<file path="config.mk">
export PLATFORM = sky130hd
export DESIGN_NAME = lost_uart_tx
export DESIGN_NICKNAME = d
export VERILOG_FILES = /design/src/rtl/lost_uart_tx.sv
export SDC_FILE = /design/constraint.sdc
export NUM_CORES = 1
export LEC_CHECK = 0
export ABC_AREA = 1
export ABC_CLOCK_PERIOD_IN_PS = 2750
export BUFFER_PORTS_ARGS = -buffer_cell sky130_fd_sc_hd__buf_2
export CAP_MARGIN = 20
export CORE_MARGIN = 8
export CORE_UTILIZATION = 59
export CTS_BUF_LIST = sky130_fd_sc_hd__clkbuf_4 sky130_fd_sc_hd__clkbuf_8
export DETAILED_ROUTE_END_ITERATION = 8
export PLACE_DENSITY = 0.84
export SLEW_MARGIN = 40
export SYNTH_ARGS = -nofsm -noshare
export SYNTH_HDL_FRONTEND = slang
export SYNTH_SLANG_ARGS = --single-unit
</file>
<file path="constraint.sdc">
create_clock -name clk -period 2.75 [get_ports clk]
set_input_delay 0.55 -clock clk [delete_from_list [all_inputs] [get_ports clk]]
set_output_delay 0.55 -clock clk [all_outputs]
set_load 0.01 [all_outputs]
</file>
<file path="src/rtl/lost_uart_tx.sv">
// lost_uart_tx: byte FIFO feeding an asynchronous UART transmitter (8N1 / 8N2, LSB first).
// Define LOST_UART_PARITY_EN to insert an even parity bit after the data bits (8E1 / 8E2).
module lost_uart_tx #(
  parameter int CLK_HZ     = 100000000,
  parameter int BAUD       = 115200,
  parameter int FIFO_DEPTH = 16,
  parameter int STOP_BITS  = 1
) (
  input  logic       clk,
  input  logic       rstn,
  input  logic       wr_en,
  input  logic [7:0] wr_data,
  output logic       full,
  output logic       empty,
  output logic       busy,
  output logic       overflow,
  input  logic       ovf_clr,
  output logic       serialout
);

  localparam int DIV  = (CLK_HZ + BAUD / 2) / BAUD;
  localparam int CW   = $clog2(DIV);
  localparam int AW   = $clog2(FIFO_DEPTH);
  localparam int CNTW = AW + 1;
  localparam logic [CW-1:0]   DIV_LAST  = CW'(DIV - 1);
  localparam logic [CNTW-1:0] DEPTH_CNT = CNTW'(FIFO_DEPTH);
  localparam logic [2:0]      STOP_LAST = 3'(STOP_BITS - 1);

  typedef enum logic [2:0] {
    S_IDLE   = 3'd0,
    S_START  = 3'd1,
    S_DATA   = 3'd2,
`ifdef LOST_UART_PARITY_EN
    S_PARITY = 3'd3,
`endif
    S_STOP   = 3'd4
  } state_t;

`ifdef LOST_UART_PARITY_EN
  function automatic logic parity8(input logic [7:0] d);
    return ^d;
  endfunction
`endif

  logic [7:0]      mem_r [FIFO_DEPTH];
  logic [AW-1:0]   wr_ptr_r, rd_ptr_r;
  logic [CNTW-1:0] count_r, count_next_s;
  logic            full_r, empty_r, overflow_r;
  logic            push_s, drop_s, pop_s, tick_s, last_stop_s;
  logic [7:0]      head_s;

  state_t          state_r;
  logic [CW-1:0]   cnt_r;
  logic [2:0]      idx_r;
  logic [7:0]      shift_r;
  logic            serial_r, busy_r;
`ifdef LOST_UART_PARITY_EN
  logic            par_r;
`endif

  assign push_s      = wr_en & ~full_r;
  assign drop_s      = wr_en & full_r;
  assign tick_s      = (cnt_r == DIV_LAST);
  assign last_stop_s = (idx_r == STOP_LAST);
  assign pop_s       = ~empty_r & ((state_r == S_IDLE) |
                                   ((state_r == S_STOP) & tick_s & last_stop_s));
  assign head_s      = mem_r[rd_ptr_r];

  assign full      = full_r;
  assign empty     = empty_r;
  assign overflow  = overflow_r;
  assign busy      = busy_r;
  assign serialout = serial_r;

  // Next FIFO occupancy from this cycle's accepted push and pop.
  always_comb begin
    count_next_s = count_r;
    case ({push_s, pop_s})
      2'b10:   count_next_s = count_r + CNTW'(1);
      2'b01:   count_next_s = count_r - CNTW'(1);
      default: count_next_s = count_r;
    endcase
  end

  // FIFO storage; no reset needed since only occupied slots are ever read.
  always_ff @(posedge clk) begin
    if (push_s) mem_r[wr_ptr_r] <= wr_data;
  end

  // FIFO pointers, registered full/empty and the sticky overflow flag.
  always_ff @(posedge clk or negedge rstn) begin
    if (!rstn) begin
      wr_ptr_r   <= '0;
      rd_ptr_r   <= '0;
      count_r    <= '0;
      full_r     <= 1'b0;
      empty_r    <= 1'b1;
      overflow_r <= 1'b0;
    end else begin
      if (push_s) wr_ptr_r <= wr_ptr_r + AW'(1);
      if (pop_s)  rd_ptr_r <= rd_ptr_r + AW'(1);
      count_r <= count_next_s;
      full_r  <= (count_next_s == DEPTH_CNT);
      empty_r <= (count_next_s == CNTW'(0));
      if (drop_s)       overflow_r <= 1'b1;
      else if (ovf_clr) overflow_r <= 1'b0;
    end
  end

  // Transmit FSM; serialout and busy are registered alongside the state.
  always_ff @(posedge clk or negedge rstn) begin
    if (!rstn) begin
      state_r  <= S_IDLE;
      cnt_r    <= '0;
      idx_r    <= 3'd0;
      shift_r  <= 8'h00;
      serial_r <= 1'b1;
      busy_r   <= 1'b0;
`ifdef LOST_UART_PARITY_EN
      par_r    <= 1'b0;
`endif
    end else begin
      cnt_r <= ((state_r == S_IDLE) || tick_s) ? CW'(0) : cnt_r + CW'(1);
      case (state_r)
        S_IDLE: begin
          if (!empty_r) begin
            shift_r  <= head_s;
            idx_r    <= 3'd0;
            serial_r <= 1'b0;
            busy_r   <= 1'b1;
            state_r  <= S_START;
`ifdef LOST_UART_PARITY_EN
            par_r    <= parity8(head_s);
`endif
          end else begin
            serial_r <= 1'b1;
            busy_r   <= 1'b0;
          end
        end
        S_START: begin
          if (tick_s) begin
            serial_r <= shift_r[0];
            idx_r    <= 3'd0;
            state_r  <= S_DATA;
          end
        end
        S_DATA: begin
          if (tick_s) begin
            shift_r <= {1'b0, shift_r[7:1]};
            if (idx_r == 3'd7) begin
              idx_r <= 3'd0;
`ifdef LOST_UART_PARITY_EN
              serial_r <= par_r;
              state_r  <= S_PARITY;
`else
              serial_r <= 1'b1;
              state_r  <= S_STOP;
`endif
            end else begin
              idx_r    <= idx_r + 3'd1;
              serial_r <= shift_r[1];
            end
          end
        end
`ifdef LOST_UART_PARITY_EN
        S_PARITY: begin
          if (tick_s) begin
            serial_r <= 1'b1;
            idx_r    <= 3'd0;
            state_r  <= S_STOP;
          end
        end
`endif
        S_STOP: begin
          if (tick_s) begin
            if (!last_stop_s) begin
              idx_r <= idx_r + 3'd1;
            end else if (!empty_r) begin
              // Back-to-back frame: reload straight into START with no idle bit.
              shift_r  <= head_s;
              idx_r    <= 3'd0;
              serial_r <= 1'b0;
              state_r  <= S_START;
`ifdef LOST_UART_PARITY_EN
              par_r    <= parity8(head_s);
`endif
            end else begin
              serial_r <= 1'b1;
              busy_r   <= 1'b0;
              state_r  <= S_IDLE;
            end
          end
        end
        default: begin
          serial_r <= 1'b1;
          busy_r   <= 1'b0;
          state_r  <= S_IDLE;
        end
      endcase
    end
  end

endmodule
</file>
## After elaboration in Yosys (flattened, before gate mapping)

Memories as Yosys holds them, arrays and structs flattened.
Cells that the tools add are included.

| word-level totals | value |
|---|---|
| flip-flop bits (word level) | 42 |
| bits in writable memories | 128 |
| word-level logic and storage cells | 94 |
| memories | 1 |

| cells by class | value |
|---|---|
| bitwise gates (word level) | 9 |
| mux-type cells | 38 |
| reduce and logical (&&, ||, !) cells | 13 |
| eq/ne operators | 15 |
| add/sub/neg operators | 6 |

Memories:

| name | depth | bits a word | rd ports | clocked after memory_dff | wr ports | RTL line | text |
|---|---|---|---|---|---|---|---|
| mem_r | 16 | 8 | 1 | 0 | 1 | 45 | `logic [7:0] mem_r [FIFO_DEPTH];` |

Operator list:

| operator | number |
|---|---|
| 3-bit two-way mux | 12 |
| 8-bit two-way mux | 4 |
| 3-bit case mux with 4 select lines | 2 |
| 8-bit case mux with 3 select lines | 1 |
| 4-bit AND reduction | 4 |
| 1-bit two-way mux | 15 |
| 2-bit != test, second input constant | 7 |
| 10-bit by 1-bit adder with 10-bit output, second input constant | 1 |
| 10-bit equality test, second input constant | 1 |
| 10-bit two-way mux | 1 |
| 5-bit case mux with 2 select lines | 1 |
| 4-bit by 1-bit adder with 4-bit output, second input constant | 2 |
| 3-bit equality test, second input constant | 2 |
| 3-bit zero test | 2 |
| 6-bit AND reduction | 1 |
| 5-bit by 1-bit adder with 5-bit output, second input constant | 1 |
| 1-bit bitwise AND | 5 |
| 5-bit equality test, second input constant | 1 |
| 5-bit zero test | 1 |
| 5-bit by 1-bit subtractor with 5-bit output, second input constant | 1 |
| 1-bit case mux with 4 select lines | 1 |
| 4-bit nonzero test | 1 |
| 3-bit by 1-bit adder with 3-bit output, second input constant | 1 |
| 3-bit by 1-bit equality test with 1-bit output, second input constant | 1 |
| other kinds (10) | 12 |

## Logic depth before layout (Yosys ltp)

Gate-level depths: netlist of the first run.

| depth | value |
|---|---|
| word-level depth | 8 |
| gate-level depth with buffers | 17 |

## Least setup slack after synthesis of the first run

Ideal clock, no wire load.

| path | value |
|---|---|
| kind | register -> register |
| from | reg idx_r[0] |
| to | reg full_r (netlist: full) |
| slack | 0.076 ns |
| stages on the path, launching flop included | 17 |
| data required time | 2.673 ns |
| clock period less this slack | 2.674 ns |
| arrival time | 2.596 ns |
| path through | dfrtp_1 -> inv_1 -> ha_1 -> inv_1 -> nor2_1 -> inv_1 -> a21oi_1 -> nand2_1 -> inv_2 -> ha_1 -> fa_1 -> or2_2 -> o21ai_0 -> inv_1 -> nor3_1 -> nand3_1 -> a21oi_1 |

| on the way | value |
|---|---|
| cells in the longest elaborated chain, start to end | 7 |
| elaborated cells between the ends (all ways) | 8 |
| classes of those cells | eq/ne (3); mux (1); bitwise (3); reduce/logical (1) |

Ends and longest elaborated chain:

| item | RTL line | text |
|---|---|---|
| start: declaration | 54 | `logic [2:0] idx_r;` |
| start signal: assignment | 160 | `idx_r <= idx_r + 3'd1;` |
| start signal: assignment | 177 | `idx_r <= idx_r + 3'd1;` |
| 3-bit zero test * | 64 | `assign last_stop_s = (idx_r == STOP_LAST);` |
| 1-bit bitwise AND * | 66 | `((state_r == S_STOP) & tick_s & last_stop_s));` |
| 1-bit OR * | 65 | `assign pop_s = ~empty_r & ((state_r == S_IDLE) \|` |
| 1-bit bitwise AND * | 65 |  |
| net pop_s | 49 | `logic push_s, drop_s, pop_s, tick_s, last_stop_s;` |
| 2-bit by 1-bit equality test with 1-bit output or 2-bit equality test (tied branches) | 78 | `case ({push_s, pop_s})` |
| 5-bit case mux with 2 select lines * | 78 |  |
| net count_next_s[1] | 47 | `logic [CNTW-1:0] count_r, count_next_s;` |
| 5-bit equality test * | 103 | `full_r <= (count_next_s == DEPTH_CNT);` |
| end signal: assignment | 103 |  |
| end: declaration | 48 | `logic full_r, empty_r, overflow_r;` |

Mark *: on every way through the listed nets, which the timed path passes. The rest lies on a longest branch.
A chain may end at the register's enable or synchronous reset.

## Worst setup path in the final report of the first run

| path | value |
|---|---|
| from | reg idx_r[0] |
| to | reg empty_r (netlist: empty) |

| on the way | value |
|---|---|
| cells in the longest elaborated chain, start to end | 7 |
| elaborated cells between the ends (all ways) | 8 |
| classes of those cells | eq/ne (2); mux (1); bitwise (3); reduce/logical (2) |

Ends and longest elaborated chain:

| item | RTL line | text |
|---|---|---|
| 3-bit zero test * | 64 |  |
| 1-bit bitwise AND * | 66 |  |
| 1-bit OR * | 65 |  |
| 1-bit bitwise AND * | 65 |  |
| net pop_s | 49 |  |
| 2-bit by 1-bit equality test with 1-bit output or 2-bit equality test (tied branches) | 78 |  |
| 5-bit case mux with 2 select lines * | 78 |  |
| net count_next_s[1] | 47 |  |
| 5-bit zero test * | 104 | `empty_r <= (count_next_s == CNTW'(0));` |
| end signal: assignment | 104 |  |
| end: declaration | 48 |  |

Marked as above.

==> results of run 1 <==
==> kinds of logic after synthesis <==
logic type / after synthesis / synth area share
adder cells (fa/ha/maj): 14 / 0.0236
AO/OA/AOI/OAI: 36 / 0.0278
buffers and inverters: 128 / 0.0681
XOR/XNOR: 12 / 0.0136
flip-flops: 170 / 0.633
AND/OR/NAND/NOR: 433 / 0.234
==> cells in the final DEF, fill, tap and decap left out, drive strengths merged <==
cell,netlist,layout
fa,1,1
clkbuf,6,20
xor2,10,10
a21oi,6,6
clkinv,2,6
dfrtp,40,40
nor3b,1,1
o211ai,7,7
a211oi,1,1
buf,22,47
nor3,4,4
nor4,1,1
dfstp,2,2
inv,98,101
xnor2,2,2
ha,13,13
edfxtp,128,128
bufinv,0,5
nand2,261,261
nor2,63,63
nand4,4,4
or2,1,1
nand3,98,98
o21ai,22,22
==> Yosys cell counts <==
library cell and n:
nor2_4 1, nor4_1 1, buf_2 17, a211oi_1 1
o21ai_4 1, a21oi_1 6, fa_1 1, inv_1 88
o21ai_2 1, nand2_1 257, buf_1 2, ha_1 13
nand2_4 1, nand4_1 4, dfstp_2 2, buf_6 3
dfrtp_1 40, or2_2 1, nand2_2 3, nor2_1 60
nor3_2 1, nor3_1 3, inv_2 9, nor2_2 2
xor2_1 10, nor3b_1 1, o21ai_0 20, clkinv_1 2
inv_4 1, o211ai_1 7, xnor2_1 2, edfxtp_1 128
clkbuf_1 6, nand3_2 1, nand3_1 97
==> sequential cells by signal, summed over array words and instances, names as in the netlist, 3 cells and up <==
register and cells:
idx_r 3, shift_r 8, cnt_r 10, count_r 5
wr_ptr_r 4, state_r 3, rd_ptr_r 4, mem_r 128
==> area by class of cell <==
class | instances | share of cell area
sequential | 170 | 0.564
inverter | 100 | 0.0435
timing repair buffer | 47 | 0.0375
tap | 176 | 0.0254
clock inverter | 12 | 0.0245
multi-input combinational | 495 | 0.274
clock buffer | 20 | 0.0310
==> critical path, cell delays in order, from the launching register on <==
cell	delay, ns
dfrtp_1	0.42
inv_2	0.07
ha_2	0.16
inv_2	0.04
nor2_4	0.13
inv_2	0.06
a21oi_2	0.14
nand2_2	0.09
inv_2	0.09
ha_4	0.14
fa_1	0.39
or2_4	0.23
o21ai_1	0.06
inv_1	0.07
nor3_2	0.18
nand3_2	0.11
nor2_1	0.11
==> final timing paths <==
kind,startpoint,endpoint,slack [ns],cells after the start
max,idx_r[0],empty,0.17,16
min,rstn,shift_r[3],0.07,1
max reg2reg,idx_r[0],empty,0.17,16
min reg2reg,shift_r[3],shift_r[3],0.49,2
max in group asynchronous,rstn,empty,1.95,2
min in group clk,ovf_clr,overflow,0.31,2
==> metal layers <==
metal / global-route usage / wire (microns)
met5: 0 / 0
met4: 0.0709 / 269
met3: 0.0406 / 1010
met2: 0.338 / 7990
met1: 0.259 / 6920
==> power by group through the flow <==
stage          Combinational [mW]  Clock [mW]  Sequential, mW
6_report                     3.65        2.08            3.47
5_1_grt                      4.12        2.20            3.51
4_1_cts                      3.46        2.10            3.46
3_5_place_dp                 3.38           0            3.51
3_3_place_gp                 3.29           0            3.49
2_1_floorplan                2.55           0            3.45
==> per-stage QoR <==
stage | TNS, ns | worst slack (ns)
after floorplan | 0 | 0.0765
after global placement | 0 | 0.151
after detailed placement | 0 | 0.0642
after CTS | 0 | 0.0431
after global routing | -0.0142 | -0.00999
final | 0 | 0.175
==> timing repair <==
item | CTS | global route
buffers inserted | 0 | 8
endpoints found under the hold margin | 0 | 0
resized for setup | 0 | 19
setup endpoints to repair | 0 | 4
==> out/metrics.csv, run 1 <==
metric;value;unit
# port buffers;16;
total grt overflow;0;
DRT iter0 DRCs;541;
Setup-failing EPs final;0;
vias in the first global route;5270;
largest net degree at the start of global routing;71;
Max VDD drop;588;uV
Yosys reg bits;170;
synth warn;0;
Seq pwr share;0.377;
Leak Pwr;3.85;nW
register area share after synthesis;0.633;
period utilization;0.936;
Sw Ratio;0.394;
layout cells sized above 1;0.140;
first-pass GRT wire length;26.2;mm
Max Cap Viol;0;
H-Tree Depth;4;
Initial Utilization;0.594;
Final Cell Area;8680;sq um
Filler Cells Inserted;997;
area of the multi-input gates;2380;sq um
Root Buffer;clkbuf_8;
internal power;5.58;mW
register area;4900;sq um
hold slack;0.0669;ns
Pre-Repair DR Iteration Count;7;
Clock power frac;0.226;
Avg Cell Area, Syn;9.76;sq um
Tightest Pin Transition;0.756;ns
status;finished clean;
PD cells;1060;nW/um^2
GP Congestion;0.851;
Max clock buf depth;2;
Fmax;388;MHz
cells after synthesis;793;
Tmin final;2.58;ns
# placed instances;980;
CTS tree;yes;
fin nets;857;
area share of the largest cell type after synthesis;0.497;
Crit path arrival time;2.97;ns
clock sinks;170;
Final Slew Violations;0;
DRC errors left;0;
# IOs;17;
Hold Buf Count CTS;0;
Tot Pwr;9.20;mW
non-filler cells in the finished layout;1020;
Hold WC Path Type;input port to asynchronous set/reset pin;
Die ar.;17000;sq um
vias;5453;
critical path class;register to register;
Psw;3.62;mW
die width;131;microns
critical path required time;3.14;ns
CP startpoint kind;register;
library cells used by synthesis;35;
Die Ht;131;microns
crit end category;register;
Core Rows;42;
DRT antenna net count;0;
diode count;0;
Worst slew margin;0.496;
Final Hold Fails;0;
Crit Path Max Fanout;4;
placed standard-cell area;8070;sq um
clk_skew;0.0154;ns
initial antenna violation count;0;
Wirelength per Cell;15.9;microns
Area Growth Syn to Fin;12.2;%
total core area;13000;sq um
clk_lat worst skew;0.45;ns
mapped cell area;7740;sq um
Routed WL;16.2;mm
clock-pin slew on the worst setup and hold paths;0.09;ns
hpwl dp;9.68;mm
leading post-synthesis cells by cell area;edfxtp_1 50%, dfrtp_1 13%, nand2_1 12%;
area leader, netlist;edfxtp_1;
drt via density;5.35;
syn_nets;819;
global-route usage over all layers;0.203;
Logic pwr share;0.397;
Layout Utilization;0.666;
Num CTS Buffers;17;
No activity file was read; power rests on OpenSTA's default activity.
==> run 2, diff against run 1 <==
--- a/config.mk
+++ b/config.mk
@@ -13,7 +13,7 @@
 export CORE_UTILIZATION = 59
 export CTS_BUF_LIST = sky130_fd_sc_hd__clkbuf_4 sky130_fd_sc_hd__clkbuf_8
 export DETAILED_ROUTE_END_ITERATION = 8
-export PLACE_DENSITY = 0.84
+export PLACE_DENSITY_LB_ADDON = 0.08
 export SLEW_MARGIN = 40
 export SYNTH_ARGS = -nofsm -noshare
 export SYNTH_HDL_FRONTEND = slang
==> run 2 against run 1 <==
- clock-buffer cell count decreased by 2
- cell area is 0.94% lower
- hold slack improved by 0.0094 ns
- core utilization decreased by 0.62 points
- register-to-register slack worse by 0.05 ns
- clock power is 10% lower
- sequential cell count unchanged
- critical endpoint is now full
- cell count fell by 0.49%
- largest cell class unchanged
==> out/metrics.csv, run 2 (same netlist as run 1, synthesis figures left out) <==
metric;value;unit
status;finished clean;
WL met1;7.28;mm
pre-CTS WS;-0.0275;ns
Setup-failing EPs final;0;
Worst slew margin;0.481;
period utilization;0.955;
fin nets;852;
Hold WC Path Type;input port to asynchronous set/reset pin;
Layout Utilization;0.660;
Wirelength per Cell;16.0;microns
RR Startpoint;idx_r[1];
Max VDD drop;603;uV
largest net degree at the start of global routing;71;
DRT antenna net count;0;
# port buffers;16;
r2r endpoint;full;
global-route usage over all layers;0.207;
critical path class;register to register;
Max Cap Viol;0;
clk_lat worst skew;0.46;ns
CP startpoint kind;register;
Final Worst Setup Slack;0.123;ns
Tmin final;2.63;ns
Tightest Pin Transition;0.779;ns
Tot Pwr;8.97;mW
DRT iter0 DRCs;489;
Routed WL;16.2;mm
clk_skew;0.0107;ns
FF-to-FF path depth;16;
Num CTS Buffers;17;
Worst R2R Setup Slack;0.12;ns
H-Tree Depth;4;
commonest non-fill, non-tap cells in the layout;257 x nand2_1, 128 x edfxtp_1, 97 x nand3_1, 83 x inv_1, 58 x nor2_1;
clock sinks;170;
crit end category;register;
total core area;13000;sq um
DRC errors left;0;
top sig layer;met4;
total grt overflow;0;
Crit Path Max Fanout;4;
crit path cell chain;inv_2 -> ha_4 -> inv_2 -> nor2_4 -> inv_2 -> a21oi_2 -> nand2_1 -> inv_2 -> ha_4 -> fa_1 -> or2_4 -> o21ai_2 -> inv_2 -> nor3_2 -> nand3_1 -> a21oi_1;
crit-path most repeated cell;inv_2;
Initial Utilization;0.594;
Core Rows;42;
Filler Cells Inserted;1051;
initial antenna violation count;0;
max reg flops;128;
hpwl dp;10.2;mm
Leak Pwr;3.79;nW
CP max stage delay;0.43;ns
PD cells;1040;nW/um^2
CTS tree;yes;
Root Buffer;clkbuf_8;
layout cells sized above 1;0.131;
# IOs;17;
Final Slew Violations;0;
first-pass GRT wire length;26.2;mm
met2 wire len;7.88;mm
Pre-Repair DR Iteration Count;5;
slowest CP cell;dfrtp_1;
Crit path max-delay family;simple AND/OR/NAND/NOR gates;
commonest non-fill, non-tap cell in the layout;nand2_1;
top flop regs;mem_r x128, cnt_r x10, shift_r x8;
critical path required time;3.14;ns
drt via density;5.24;
Max clock buf depth;2;
Top reg by flops;mem_r;
WP buf/inv;5;
met3 wire length;618;microns
clock-pin slew on the worst setup and hold paths;0.09;ns
vias;5321;
die width;131;microns
Fmax;381;MHz
diode count;0;
vias in the first global route;5290;
GP Congestion;0.827;
Final Hold Fails;0;
Crit path arrival time;3.01;ns
Area Growth Syn to Fin;11.1;%
Die Ht;131;microns
Die ar.;17000;sq um
[run 2: changes by cell type in the layout (fill, tap and decap cells not counted), sizes merged]
cell      delta
buf          -5
clkinv       +4
clkbuf       -2
inv          -2
bufinv       -1
clkinvlp     +1
[run 2: power by group]
part | internal [mW] | switching [mW] | leakage [nW] | total, mW
clock network | 0.987 | 0.879 | 0.208 | 1.87
registers | 3.22 | 0.246 | 1.69 | 3.46
logic | 1.20 | 2.44 | 1.89 | 3.64
[run 2: cell type report]
cell class / instances / area [sq um] / share of cell area
flip-flops and latches: 170 / 4900 / 0.570
clock inverters: 14 / 178 / 0.0207
well taps: 176 / 220 / 0.0256
multi-input cells: 495 / 2390 / 0.279
inverters: 100 / 378 / 0.0439
clock buffers: 18 / 241 / 0.0281
repair buffers: 42 / 288 / 0.0335
[run 2: how the worst max path moves through the flow]
stage	startpoint	endpoint	slack (ns)	cells past startpoint
2_1_floorplan	idx_r[0]	full	0.08	16
3_3_place_gp	idx_r[0]	full	0.16	16
3_5_place_dp	idx_r[0]	full	-0.03	16
4_1_cts	idx_r[0]	full	0.02	16
5_1_grt	idx_r[1]	full	-0.02	16
6_report	idx_r[1]	full	0.12	16
[run 2: metal layers]
metal	vias up	GRT usage
met5	-	0
met3	31	0.0373
met1	2536	0.266
met2	115	0.333
met4	0	0.0999
li1	2639	-
[run 2: timing repair]
action	in CTS	in global routing
endpoints found under the setup margin	2	4
setup buffers	0	3
gates resized for setup	1	21
endpoints found under the hold margin	0	0
pin swaps	0	11
hold buffers	0	0
[run 2: through the flow]
stage | area, sq um | std cells | hold slack [ns] | setup TNS (ns)
after floorplan | 7740 | 793 | 0.254 | 0
after global placement | 8070 | 980 | 0.444 | 0
after detailed placement | 8070 | 980 | 0.462 | -0.0275
after CTS | 8500 | 1012 | 0.0678 | 0
after global routing | 8600 | 1015 | 0.109 | -0.0383
final | 8600 | 1015 | 0.0763 | 0
==> run 3, diff against run 2 <==
--- a/config.mk
+++ b/config.mk
@@ -6,11 +6,13 @@
 export NUM_CORES = 1
 export LEC_CHECK = 0
 export ABC_AREA = 1
-export ABC_CLOCK_PERIOD_IN_PS = 2750
+export ABC_CLOCK_PERIOD_IN_PS = 2200
 export BUFFER_PORTS_ARGS = -buffer_cell sky130_fd_sc_hd__buf_2
 export CAP_MARGIN = 20
+export CELL_PAD_IN_SITES_DETAIL_PLACEMENT = 0
+export CELL_PAD_IN_SITES_GLOBAL_PLACEMENT = 1
 export CORE_MARGIN = 8
-export CORE_UTILIZATION = 59
+export CORE_UTILIZATION = 46
 export CTS_BUF_LIST = sky130_fd_sc_hd__clkbuf_4 sky130_fd_sc_hd__clkbuf_8
 export DETAILED_ROUTE_END_ITERATION = 8
 export PLACE_DENSITY_LB_ADDON = 0.08
==> constraint.sdc (replaced) <==
create_clock -name clk -period 2.2 [get_ports clk]
set_input_delay 0.44 -clock clk [delete_from_list [all_inputs] [get_ports clk]]
set_output_delay 0.44 -clock clk [all_outputs]
set_load 0.01 [all_outputs]
==> run 3 against run 2 <==
- the flow now finishes with violations (negative setup slack)
- power grew 35%
- setup slack lost 0.37 ns
- global-route usage shrank 3.1 points
- hold slack gained 0.090 ns
- largest power group unchanged
- clock power grew 36%
- first-iteration DRC count shrank 1.6%
- sequential power grew 25%
- non-clock buffer count grew 50
- routed wire length grew 10%
- critical path depth shrank 1
- sequential share of layout area shrank 3.4 points
==> out/metrics.csv, run 3 (same netlist as run 1, synthesis figures left out) <==
metric;value;unit
DRT iter0 DRCs;481;
Top reg by flops;mem_r;
Wirelength per Cell;16.1;microns
Sw Ratio;0.395;
H-Tree Depth;4;
CTS tree;yes;
Setup-failing EPs final;4;
critical path required time;2.55;ns
Max clock buf depth;2;
PD cells;1320;nW/um^2
internal power;7.32;mW
Final Hold Fails;0;
Crit path arrival time;2.80;ns
CP startpoint kind;register;
# IOs;17;
commonest non-fill, non-tap cell in the layout;nand2_1;
clk_lat worst skew;0.45;ns
Num CTS Buffers;17;
layout cells sized above 1;0.192;
largest net degree at the start of global routing;71;
die width;146;microns
Routed WL;17.8;mm
WP buf/inv;5;
slowest CP cell;fa_1;
Area Growth Syn to Fin;18.1;%
Setup TNS;-0.732;ns
top flop regs;mem_r x128, cnt_r x10, shift_r x8;
drt via density;5.00;
Tmin final;2.45;ns
GP Congestion;0.840;
Layout Utilization;0.553;
RSZ-0062 raised after global routing;true;
Tot Pwr;12.1;mW
total core area;16500;sq um
Fmax;408;MHz
diode count;0;
period utilization;1.11;
Tightest Pin Transition;0.708;ns
Clock power frac;0.211;
placed standard-cell area;8440;sq um
crit end category;register;
critical path class;register to register;
status;complete, but fails checks;
Die Ht;146;microns
Final Slew Violations;0;
vias;5541;
max reg flops;128;
Seq pwr share;0.357;
initial antenna violation count;0;
Worst slew margin;0.527;
Die ar.;21200;sq um
clk_skew;0.00778;ns
crit path cell chain;ha_2 -> nand2_2 -> nor2_2 -> nand4_1 -> nand2_2 -> nand2_4 -> inv_4 -> ha_4 -> fa_1 -> or2_4 -> o21ai_2 -> inv_2 -> buf_4 -> buf_4 -> buf_6;
vias in the first global route;5429;
# port buffers;16;
CP max stage delay;0.39;ns
failing checks;negative setup slack;
Final Worst Setup Slack;-0.248;ns
DRT antenna net count;0;
total grt overflow;0;
clock sinks;170;
Crit path max-delay family;simple AND/OR/NAND/NOR gates;
Psw;4.77;mW
Logic pwr share;0.433;
fin nets;902;
global-route usage over all layers;0.176;
Core Rows;47;
Final Cell Area;9140;sq um
commonest non-fill, non-tap cells in the layout;252 x nand2_1, 128 x edfxtp_1, 95 x nand3_1, 83 x inv_1, 72 x buf_4;
hpwl dp;11.5;mm
Initial Utilization;0.468;
Max VDD drop;615;uV
Pre-Repair DR Iteration Count;5;
DRC errors left;0;
Hold WC Path Type;input port to register;
first-pass GRT wire length;29.0;mm
Crit Path Max Fanout;2;
clock-pin slew on the worst setup and hold paths;0.09;ns
Leak Pwr;4.08;nW
Max Cap Viol;0;
Root Buffer;clkbuf_8;
[run 3: changes by cell type in the layout (fill, tap and decap cells not counted), sizes merged]
| cell | before | now |
|---|---|---|
| buf | 42 | 91 |
| bufinv | 4 | 5 |
| clkbuf | 18 | 19 |
| clkinv | 10 | 5 |
| dlygate4sd3 | 0 | 1 |
| inv | 99 | 102 |
[run 3: per-layer routing]
| layer | track usage | routed length, microns |
|---|---|---|
| met1 | 0.237 | 8320 |
| met3 | 0.0373 | 769 |
| met5 | 0 | 0 |
| met4 | 0.0666 | 351 |
| met2 | 0.275 | 8390 |
[run 3: power groups by stage]
stage	combinational, mW	sequential (mW)	clock [mW]
2_1_floorplan	3.31	4.32	0
4_1_cts	5.03	4.31	2.60
3_5_place_dp	4.83	4.37	0
5_1_grt	5.85	4.38	2.73
6_report	5.23	4.31	2.55
3_3_place_gp	4.74	4.35	0
[run 3: area by class of cell]
class,instances,area (sq um)
timing repair buffer,92,682
clock inverter,13,215
clock buffer,19,249
sequential,170,4900
inverter,100,380
tap,220,275
fill,1451,7380
multi-input combinational,495,2440
[run 3: through the flow]
step / hold slack, ns / instances / worst slack (ns)
after floorplan: 0.144 / 793 / -0.300
after global placement: 0.461 / 1058 / -0.327
after detailed placement: 0.466 / 1058 / -0.396
after CTS: 0.136 / 1107 / -0.227
after global routing: 0.134 / 1109 / -0.402
final: 0.166 / 1109 / -0.248
[run 3: final timing paths]
check                      startpoint    endpoint  slack [ns]  cells past startpoint
hold reg to reg             serialout   serialout        0.48                      2
hold / removal                ovf_clr    overflow        0.17                      2
max in group asynchronous        rstn       empty        0.98                      3
min in group asynchronous        rstn  shift_r[5]        0.52                      2
setup reg to reg             cnt_r[1]  count_r[1]       -0.25                     15
setup / recovery             cnt_r[1]  count_r[1]       -0.25                     15
[run 3: what timing repair did]
action | in CTS | in global routing
resized for setup | 8 | 14
hold endpoints to repair | 18 | 0
endpoints found under the setup margin | 4 | 12
pin swaps | 13 | 6
setup buffers | 16 | 5
hold buffers | 1 | 0
